==> src/rtl/vme_slave_responder.sv <==
// VMEbus A24/D16 slave: decodes window + AM, runs a req/ack local-bus handshake
// and drives DTACK*/BERR* and the D16 transceiver controls.
module vme_slave_responder #(
  parameter logic [22:0] BASE_ADDR      = 23'h400000,
  parameter logic [22:0] ADDR_MASK      = 23'h7F0000,
  parameter int unsigned TIMEOUT_CYCLES = 64
) (
  input  logic        clock,
  input  logic        reset,
  input  logic        vme_as,
  input  logic [1:0]  vme_ds,
  input  logic        vme_lword,
  input  logic        vme_write,
  input  logic [5:0]  vme_address_mod,
  input  logic [22:0] vme_address,
  input  logic        vme_iack,
  output logic        vme_dtack,
  output logic        vme_berr,
  output logic        data_oe,
  output logic        data_dir,
  output logic        local_req,
  output logic        local_write,
  output logic [22:0] local_addr,
  output logic [1:0]  local_be,
  input  logic        local_ack,
  input  logic        local_err,
  output logic        status_led
);

  localparam int CNT_W = $clog2(TIMEOUT_CYCLES + 1);
  localparam logic [CNT_W-1:0] CNT_LAST = CNT_W'(TIMEOUT_CYCLES - 1);
  localparam logic [CNT_W-1:0] CNT_MAX  = '1;

  typedef enum logic [1:0] {
    ST_IDLE   = 2'd0,
    ST_ACCESS = 2'd1,
    ST_DONE   = 2'd2
  } state_t;

  state_t           state_reg;
  logic [CNT_W-1:0] count_reg;

  // AS* and both DS* strobes are asynchronous; each bit gets its own 2-flop chain.
  logic [2:0] async_bits;
  logic [2:0] sync_bits;
  logic       as_s;
  logic [1:0] ds_s;

  assign async_bits = {vme_as, vme_ds};

  generate
    for (genvar gi = 0; gi < 3; gi++) begin : g_sync
      logic stage1_reg;
      logic stage2_reg;
      always_ff @(posedge clock) begin
        if (!reset) begin
          stage1_reg <= 1'b1;
          stage2_reg <= 1'b1;
        end else begin
          stage1_reg <= async_bits[gi];
          stage2_reg <= stage1_reg;
        end
      end
      assign sync_bits[gi] = stage2_reg;
    end
  endgenerate

  assign as_s = sync_bits[2];
  assign ds_s = sync_bits[1:0];

  logic match;
  logic am_ok;
  logic strobe;

  assign match  = ((vme_address & ADDR_MASK) == (BASE_ADDR & ADDR_MASK)) && vme_iack;
  assign am_ok  = (vme_address_mod == 6'h39) || (vme_address_mod == 6'h3A) ||
                  (vme_address_mod == 6'h3D) || (vme_address_mod == 6'h3E);
  assign strobe = !as_s && (ds_s != 2'b11);

  always_ff @(posedge clock) begin
    if (!reset) begin
      state_reg   <= ST_IDLE;
      count_reg   <= '0;
      vme_dtack   <= 1'b1;
      vme_berr    <= 1'b1;
      data_oe     <= 1'b1;
      data_dir    <= 1'b1;
      local_req   <= 1'b0;
      local_write <= 1'b0;
      local_addr  <= '0;
      local_be    <= '0;
      status_led  <= 1'b0;
    end else begin
      case (state_reg)
        ST_IDLE: begin
          if (strobe) begin
            if (match && am_ok && vme_lword) begin
              state_reg   <= ST_ACCESS;
              count_reg   <= '0;
              local_req   <= 1'b1;
              local_addr  <= vme_address;
              local_write <= ~vme_write;
              local_be    <= ~ds_s;
              data_dir    <= ~vme_write;
              data_oe     <= 1'b0;
              status_led  <= 1'b1;
            end else if (match) begin
              // Selected but D32 or an unsupported AM: refuse with BERR, no local access.
              state_reg  <= ST_DONE;
              vme_berr   <= 1'b0;
              status_led <= 1'b1;
            end else begin
              state_reg <= ST_DONE;
            end
          end
        end

        ST_ACCESS: begin
          if (count_reg != CNT_MAX) begin
            count_reg <= count_reg + 1'b1;
          end
          if (local_err) begin
            state_reg <= ST_DONE;
            vme_berr  <= 1'b0;
            local_req <= 1'b0;
          end else if (local_ack) begin
            state_reg <= ST_DONE;
            vme_dtack <= 1'b0;
            local_req <= 1'b0;
          end else if (count_reg == CNT_LAST) begin
            state_reg <= ST_DONE;
            vme_berr  <= 1'b0;
            local_req <= 1'b0;
          end
        end

        ST_DONE: begin
          // Wait for the master to lift both data strobes; AS may stay low for RMW.
          if (ds_s == 2'b11) begin
            state_reg   <= ST_IDLE;
            count_reg   <= '0;
            vme_dtack   <= 1'b1;
            vme_berr    <= 1'b1;
            data_oe     <= 1'b1;
            data_dir    <= 1'b1;
            local_write <= 1'b0;
            local_addr  <= '0;
            local_be    <= '0;
            status_led  <= 1'b0;
          end
        end

        default: begin
          state_reg <= ST_IDLE;
        end
      endcase
    end
  end

endmodule

==> config.mk <==
export PLATFORM = sky130hd
export DESIGN_NAME = vme_slave_responder
export DESIGN_NICKNAME = d
export VERILOG_FILES = /design/src/rtl/vme_slave_responder.sv
export SDC_FILE = /design/constraint.sdc
export NUM_CORES = 1
export LEC_CHECK = 0
export ABC_AREA = 1
export CORE_ASPECT_RATIO = 0.75
export CORE_MARGIN = 2
export CORE_UTILIZATION = 45
export DETAILED_ROUTE_END_ITERATION = 6
export PLACE_DENSITY = 0.88
export SLEW_MARGIN = 15
export SYNTH_ARGS = -nofsm -noshare
export SYNTH_HDL_FRONTEND = slang
export SYNTH_SLANG_ARGS = --single-unit
==> constraint.sdc <==
create_clock -name clock -period 1.6 [get_ports clock]
set_input_delay 0.32 -clock clock [delete_from_list [all_inputs] [get_ports clock]]
set_output_delay 0.32 -clock clock [all_outputs]
set_load 0.05 [all_outputs]
Word-level counts from Yosys, hierarchy flattened

Index checks and enable logic that the tools add are counted.

Equal/unequal tests: 23
Mux-type cells: 47
Bitwise logic cells: 2
Add/subtract/negate cells: 1
Reduce and logical (&&, ||, !) cells: 20

Operator list:

| operator            | count |
|---|---|
| $mux 23             | 3 |
| $pmux 23 s2         | 1 |
| $mux 7              | 4 |
| $eq 6x6->1 const B  | 4 |
| $mux 1              | 21 |
| $pmux 7 s3          | 1 |
| $ne 2x2->1 const B  | 9 |
| $mux 2              | 8 |
| $reduce_and 4->1    | 4 |
| $pmux 1 s2          | 6 |
| $ne 3x3->1 const B  | 3 |
| $add 7x1->7 const B | 1 |
| $eq 7x6->1 const B  | 1 |
| $eq 7x7->1 const B  | 1 |
| $ne 7x7->1 const B  | 1 |
| $reduce_and 7->1    | 1 |
| $pmux 2 s3          | 1 |
| $reduce_bool 2->1   | 3 |
| $reduce_and 5->1    | 1 |
| $eq 2x2->1 const B  | 2 |
| $logic_and 1x1->1   | 4 |
| $ne 4x4->1 const B  | 1 |
| $pmux 2 s2          | 1 |
| $logic_or 1x1->1    | 3 |
| 8 further kinds     | 8 |

Flip-flop bits (word level): 47
Output and inout port bits: 32
Input bits: 39
Logic and storage cells: 110

Longest topological paths before layout

Gate-level depths: netlist of run 1.

Depth in word-level cells: 9
Depth in mapped cells: 11
Gate-level depth less buffers: 9

Least setup slack after synthesis of run 1

OpenSTA, ideal clock, no wires.

Path type: register to register
From: register count_reg[0]
To: register count_reg[5]
Setup slack: 0.195 ns
Path buffers: 0
Data required time: 1.468 ns
Clock period less this slack: 1.405 ns
Stages on the path, launching flop included: 10
Setup time: 0.132 ns
Arrival: 1.272 ns
Cells stage by stage: dfxtp_1 ha_1 nand2_1 inv_1 nand2_1 nor2_1 nor2_1 nand2_1 nand2_1 a21oi_1

Longest elaborated chain between the ends: 3
Elaborated cells between the ends (all ways): 6
Classes of those cells: 1 x add/sub; 2 x eq/ne; 2 x mux; 1 x reduce/logical

RTL lines:

| element                                               | line     | source |
|---|---|---|
| start, declared                                       | 41       | `logic [CNT_W-1:0] count_reg;` |
| start signal, assigned                                | 120      | `count_reg <= count_reg + 1'b1;` |
| $add 7x1->7 / $ne 7x7->1 (equally long branches)      | 120, 119 |  |
| $mux 7 / $ne 2x2->1 (equally long branches)           | n/a      |  |
| $pmux 7 s3 / $reduce_and 5->1 (equally long branches) | n/a      |  |

Several ways; a longest one is shown, not always the timed one. The select of a mux whose other input is x is not followed.
A chain may end at the register's enable or synchronous reset.

Worst setup path in the final report of run 1

From: input port vme_address_mod[0]
To: register local_addr[5]

Longest elaborated chain between the ends: 8
Elaborated cells between the ends (all ways): 11
Classes of those cells: 5 x eq/ne; 6 x reduce/logical

RTL lines:

| element                             | line | source |
|---|---|---|
| start, declared                     | 14   | `input logic [5:0] vme_address_mod,` |
| $eq 6x6->1                          | 76   | `assign am_ok = (vme_address_mod == 6'h39) \|\| (vme_address_mod == 6'h3A) \|\|` |
| $logic_or 1x1->1 (2 in series)      | 76   |  |
| $logic_or 1x1->1 (*)                | 77   | `(vme_address_mod == 6'h3D) \|\| (vme_address_mod == 6'h3E);` |
| $logic_and 1x1->1 (*) (2 in series) | 97   | `if (match && am_ok && vme_lword) begin` |
| $ne 2x2->1 (no line) (*)            | n/a  |  |
| $reduce_and 4->1 (no line) (*)      | n/a  |  |
| end signal, assigned                | 101  | `local_addr <= vme_address;` |
| end, declared                       | 23   | `output logic [22:0] local_addr,` |

Every way passes the cells marked *; elsewhere a longest branch is shown, timed or not.

==> results.sh, run 1 <==
export IMPL_status="complete, no violations"
export IMPL_hold_path_class="register to register"
export IMPL_diodes=0
export IMPL_critPathKind="input port to register"
export IMPL_grtUsageTotal=0.1974
export IMPL_min_from="g_sync[2].stage1_reg"
export IMPL_synthTopCellsByArea="dfxtp_1 45%, nand2_1 13%, nor2_1 7.9%"
export IMPL_fin_crit_sh=0.9359
export IMPL_path_clk_slew_ns=0.09
export IMPL_layout_drive_gt1_share=0.2048
export IMPL_postSynth_asyncResetShare=0
export IMPL_p_leak_uw=0.001287
export IMPL_synth_top_area_share=0.4522
export IMPL_die_h_um=62.89
export IMPL_fin_tns_setup_ns=0
export IMPL_syn_avg_cell_area_um2=6.936
export IMPL_drt_iter0_drc=110
export IMPL_overflow=0
export IMPL_seq_area_frac_synth=0.4522
export IMPL_largest_reg_flops=23
export IMPL_cts_sinks=47
export IMPL_port_buffers=69
export IMPL_fin_worst_skew_ns=0.003400
export IMPL_maxCapViolations=0
export IMPL_start_util=0.4658
export IMPL_startpoint_type="input port"
export IMPL_h_tree_depth=2
export IMPL_yosys_area_top_type="dfxtp_1"
export IMPL_ys_types=23
export IMPL_synth_commonest_cells="73 x nand2_1, 47 x dfxtp_1, 44 x nor2_1"
export IMPL_die_x_um=82.52
export IMPL_cts_tree="yes"
export IMPL_grt_pass1_vias=1929
export IMPL_clock_fmax_mhz=667.8
export IMPL_gp_congestion=0.8392
export IMPL_core_area_um2=4467
export IMPL_hold_violations=0
export IMPL_relSlewSlack=0.7719
export IMPL_hpwl_um=3575
export IMPL_fin_crit_ns=1.497
export IMPL_clock_latency_ns=0.29
export IMPL_syn_inst=300
export IMPL_cts_root_buf="clkbuf_8"
export IMPL_drtAntennaViolNets=0
export IMPL_avgRoutedWirePerCell_um=11.46
export IMPL_cts_buffers=5
export IMPL_endpoint_kind="register"
export IMPL_area_delta_synth_final_pct=41.01
export IMPL_maxSlewViolCount=0
export IMPL_rr_startpoint="state_reg[1]"
export IMPL_route_detailed_drc=0
export IMPL_grt_antenna_before_repair=0
export IMPL_worstPathArrival_ns=1.68
export IMPL_fin_util=0.6569
export IMPL_num_fill_cells=385
export IMPL_startpoint="vme_address_mod[0]"
export IMPL_synth_nets=340
export IMPL_grt_max_degree=28
export IMPL_worst_pin_slew_ns=0.3417
export IMPL_rows=21
export IMPL_grt_pass1_wl_um=8176
export IMPL_cts_hold_buf=0
export IMPL_routed_wl_um=4963
export IMPL_cts_buffer_depth=2
export IMPL_via_per_inst=4.813
export IMPL_pin_count=71
export IMPL_nNetsFinal=415
export IMPL_dieArea_um2=5190
export IMPL_synth_most_common_cell="nand2_1"
export IMPL_synth_edf_count=0
export IMPL_peakVddDrop_uv=664.9
export IMPL_firstDrtPassIters=4
export IMPL_synth_seq_cells=47
export IMPL_vias=2084
export IMPL_critPathMaxFanout=27
export IMPL_dominantRegCellSynth="dfxtp_1"
export IMPL_setup_viol=0
export IMPL_p_per_area_nw_per_um2=763.3
export IMPL_yosysWarnings=0
export IMPL_synthesis_area_um2=2081
export IMPL_required_ns=1.78
## cells by family after synthesis
group | Yosys count | share of synthesized area
buffers and inverters | 50 | 0.1028
XOR/XNOR | 1 | 0.004210
AND/OR/NAND/NOR | 167 | 0.3500
flip-flops | 47 | 0.4522
adder cells (fa/ha/maj) | 1 | 0.006012
AO/OA/AOI/OAI | 34 | 0.08479
## metal layers
metal  routed length [µm]  vias up  global-route usage
met1                 2231      947              0.2547
met5                    0        -                   0
li1                     -     1078                   -
met3                  282        4             0.05491
met2                 2415       55              0.3276
met4                   33        0             0.04098
## worst max-delay path, stage by stage
cell and delay (ns):
clkdlybuf4s50_1 0.48, inv_1 0.04, nand2_1 0.05, nand2_1 0.05, nor2_1 0.14, nand2_1 0.08, nand2_2 0.13, nand2_2 0.09
buf_12 0.17, nand2_1 0.06, a21oi_1 0.06
## path summary, 6_finish.rpt
| path | slack [ns] | cells past startpoint | endpoint |
|---|---|---|---|
| min reg2reg | 0.42 | 1 | as_s |
| max reg2reg | 0.12 | 7 | local_addr[15] |
| max | 0.10 | 11 | local_addr[5] |
| min | 0.42 | 1 | as_s |
## repair_timing
item | in CTS | in global routing
resized for setup | 0 | 10
buffers inserted | 0 | 0
endpoints found under the setup margin | 0 | 35
hold endpoints to repair | 0 | 0
## where the power goes
part | switching [µW] | internal [µW]
registers | 4.06 | 1180
logic | 85.7 | 119
clock network | 388 | 465
total | 478 | 1760
## cell usage in the layout (no fill, tap or decap)
cell type	netlist	final
a21oi_1	29	29
a21oi_2	1	1
buf_12	0	1
buf_4	0	42
buf_6	1	2
bufinv_16	0	1
clkbuf_8	0	5
clkdlybuf4s50_1	0	37
clkinv_2	0	1
clkinv_4	0	1
dfxtp_1	47	45
dfxtp_2	0	2
ha_1	1	1
inv_1	35	35
inv_2	1	1
nand2_1	73	70
nand2_2	2	5
nand2_4	1	1
nand3_1	30	30
nand3b_1	3	3
nand3b_2	1	1
nand4_1	2	2
nor2_1	44	42
nor2_2	4	5
nor2_4	0	1
o21a_1	1	1
o21ai_0	3	3
or2_2	7	7
xor2_1	1	1
## stage by stage
| stage | setup slack (ns) | instance area [µm²] | total power (µW) | hold slack (ns) | instances |
|---|---|---|---|---|---|
| after CTS | 0.04524 | 2907 | 2254 | 0.4168 | 433 |
| final | 0.1025 | 2934 | 2240 | 0.4170 | 433 |
| after detailed placement | -0.2600 | 2794 | 1410 | 0.3988 | 425 |
| after floorplan | 0.1954 | 2081 | 1290 | 0.3925 | 300 |
| after global routing | -0.0001616 | 2934 | 2330 | 0.4209 | 433 |
| after global placement | -0.2317 | 2794 | 1405 | 0.3950 | 425 |
## cell type report
class / count / area [µm²] / area share
flip-flops and latches: 47 / 943.4 / 0.3215
multi-input cells: 203 / 943.4 / 0.3215
repair buffers: 82 / 728.2 / 0.2482
inverters: 36 / 135.1 / 0.04606
well taps: 57 / 71.32 / 0.02431
clock buffers: 5 / 68.82 / 0.02345
clock inverters: 3 / 43.79 / 0.01493
Power figures use the tool's default switching activity.
==> inputs of run 2 (changes only) <==
--- a/config.mk
+++ b/config.mk
@@ -6,7 +6,6 @@
 export NUM_CORES = 1
 export LEC_CHECK = 0
 export ABC_AREA = 1
-export CORE_ASPECT_RATIO = 0.75
 export CORE_MARGIN = 2
 export CORE_UTILIZATION = 45
 export DETAILED_ROUTE_END_ITERATION = 6
==> results.sh, run 2 (synthesized netlist as in run 1, its figures left out) <==
export IMPL_status="complete, no violations"
export IMPL_maxCapViolations=0
export IMPL_nNetsFinal=415
export IMPL_fin_crit_sh=0.9051
export IMPL_relSlewSlack=0.7737
export IMPL_port_buffers=69
export IMPL_critPathKind="input port to register"
export IMPL_area_delta_synth_final_pct=40.17
export IMPL_multi_input_area_um2=958.4
export IMPL_grt_pass1_wl_um=8431
export IMPL_cts_sinks=47
export IMPL_cts_buffer_depth=2
export IMPL_cts_root_buf="clkbuf_8"
export IMPL_avgRoutedWirePerCell_um=11.36
export IMPL_grt_pass1_vias=1953
export IMPL_grt_setup_unrepaired="true"
export IMPL_crit_buf_inv=3
export IMPL_clock_fmax_mhz=690.5
export IMPL_pwr_share_seq=0.572
export IMPL_route_detailed_drc=0
export IMPL_maxSlewViolCount=0
export IMPL_rows=24
export IMPL_worst_pin_slew_ns=0.3391
export IMPL_via_per_inst=4.834
export IMPL_dieArea_um2=5184
export IMPL_p_int_uw=1595
export IMPL_p_leak_uw=0.001288
export IMPL_p_sw_frac=0.2272
export IMPL_rr_startpoint="count_reg[0]"
export IMPL_core_area_um2=4414
export IMPL_postLayoutCellArea_um2=2917
export IMPL_vias=2064
export IMPL_setup_viol=0
export IMPL_clock_latency_ns=0.29
export IMPL_fin_worst_skew_ns=0.003851
export IMPL_placed_area_um2=2788
export IMPL_cts_buffers=5
export IMPL_rr_endpoint="count_reg[5]"
export IMPL_fin_util=0.6607
export IMPL_regToRegSetupSlack_ns=0.19
export IMPL_h_tree_depth=2
export IMPL_layout_drive_gt1_share=0.2080
export IMPL_holdPathEnd="g_sync[0].stage2_reg"
export IMPL_regArea_um2=943.4
export IMPL_diodes=0
export IMPL_min_from="g_sync[0].stage1_reg"
export IMPL_cts_setup_buffers=0
export IMPL_cts_tree="yes"
export IMPL_hold_path_class="register to register"
export IMPL_grtUsageTotal=0.2001
export IMPL_final_common_cell="nand2_1"
export IMPL_num_fill_cells=384
export IMPL_firstDrtPassIters=4
export IMPL_cp_common_cell="nand2_1"
export IMPL_hold_depth=1
export IMPL_routed_wl_um=4850
export IMPL_hpwl_um=3645
export IMPL_hold_violations=0
export IMPL_peakVddDrop_uv=439.4
export IMPL_combPwrFrac=0.100
export IMPL_die_h_um=72
export IMPL_pin_count=71
export IMPL_startpoint="vme_address_mod[0]"
export IMPL_grt_max_degree=21
export IMPL_endpoint_kind="register"
export IMPL_largest_reg_flops=23
export IMPL_reg2reg_depth=9
export IMPL_worstPathArrival_ns=1.63
export IMPL_grt_antenna_before_repair=0
export IMPL_p_total_uw=2064
export IMPL_path_clk_slew_ns=0.08
export IMPL_switching_power_uw=468.9
export IMPL_fin_crit_ns=1.448
export IMPL_cpPeakStageDelay_ns=0.47
export IMPL_gp_congestion=0.9564
export IMPL_startpoint_type="input port"
export IMPL_critPathMaxFanout=19
export IMPL_p_per_area_nw_per_um2=707.5
export IMPL_drt_iter0_drc=138
export IMPL_clockPowerShare=0.327
export IMPL_start_util=0.4714
export IMPL_drtAntennaViolNets=0
export IMPL_final_cell_mix="70 x nand2_1, 45 x dfxtp_1, 41 x buf_4"
export IMPL_required_ns=1.78
export IMPL_overflow=0
export IMPL_die_x_um=72
export IMPL_cp_top_family="buffers and inverters"
export IMPL_cp_slowest_cell="clkdlybuf4s50_1"
export IMPL_crit_chain="clkdlybuf4s50_1, inv_1, nand2_1, nand2_1, nor2_2, nand2_1, nand2_2, nand2_2, buf_12, nand2_1, a21oi_1"
## run 2: worst max-delay path by stage
stage,endpoint,cells past startpoint
final,local_addr[4],11
after global routing,local_addr[0],11
after CTS,count_reg[1],11
after detailed placement,count_reg[3],11
after global placement,count_reg[5],11
after floorplan,count_reg[5],9
## run 2: layer usage
metal,part of all wire,GRT usage
met5,0,0
met4,0.014,0.06499
met3,0.049,0.04444
met2,0.51,0.3426
met1,0.43,0.2507
## run 2: cell type report
cell class / instances / area share
tap: 52 / 0.02231
timing repair buffer: 82 / 0.2510
inverter: 36 / 0.04633
multi-input combinational: 203 / 0.3286
sequential: 47 / 0.3235
clock inverter: 2 / 0.004719
clock buffer: 5 / 0.02360
## run 2: timing repair
| action | CTS | global route |
|---|---|---|
| resized for setup | 1 | 14 |
| setup endpoints to repair | 6 | 37 |
| hold buffers | 0 | 0 |
## run 2: per-stage QoR
step | setup WS (ns) | TNS, ns | hold WS [ns] | cells
4_1_cts | 0.01661 | 0 | 0.4213 | 427
2_1_floorplan | 0.1954 | 0 | 0.3925 | 300
6_report | 0.1518 | 0 | 0.4195 | 427
3_5_place_dp | -0.3035 | -8.645 | 0.4003 | 420
3_3_place_gp | -0.2621 | -7.753 | 0.3955 | 420
5_1_grt | -0.004082 | -0.01151 | 0.4308 | 427
## run 2: power by group through the flow
stage | clock network (µW) | registers (µW) | logic (µW)
global route | 736 | 1180 | 229
global placement | 0 | 1210 | 198
floorplan | 0 | 1210 | 78.7
finish | 676 | 1180 | 207
detailed placement | 0 | 1210 | 203
CTS | 686 | 1180 | 203
==> inputs of run 3 (changes only) <==
--- a/config.mk
+++ b/config.mk
@@ -10,7 +10,6 @@
 export CORE_UTILIZATION = 45
 export DETAILED_ROUTE_END_ITERATION = 6
 export PLACE_DENSITY = 0.88
-export SLEW_MARGIN = 15
 export SYNTH_ARGS = -nofsm -noshare
 export SYNTH_HDL_FRONTEND = slang
 export SYNTH_SLANG_ARGS = --single-unit
==> results of run 3 <==
Same layout as run 2: the final DEF is identical, and so are final timing and power.
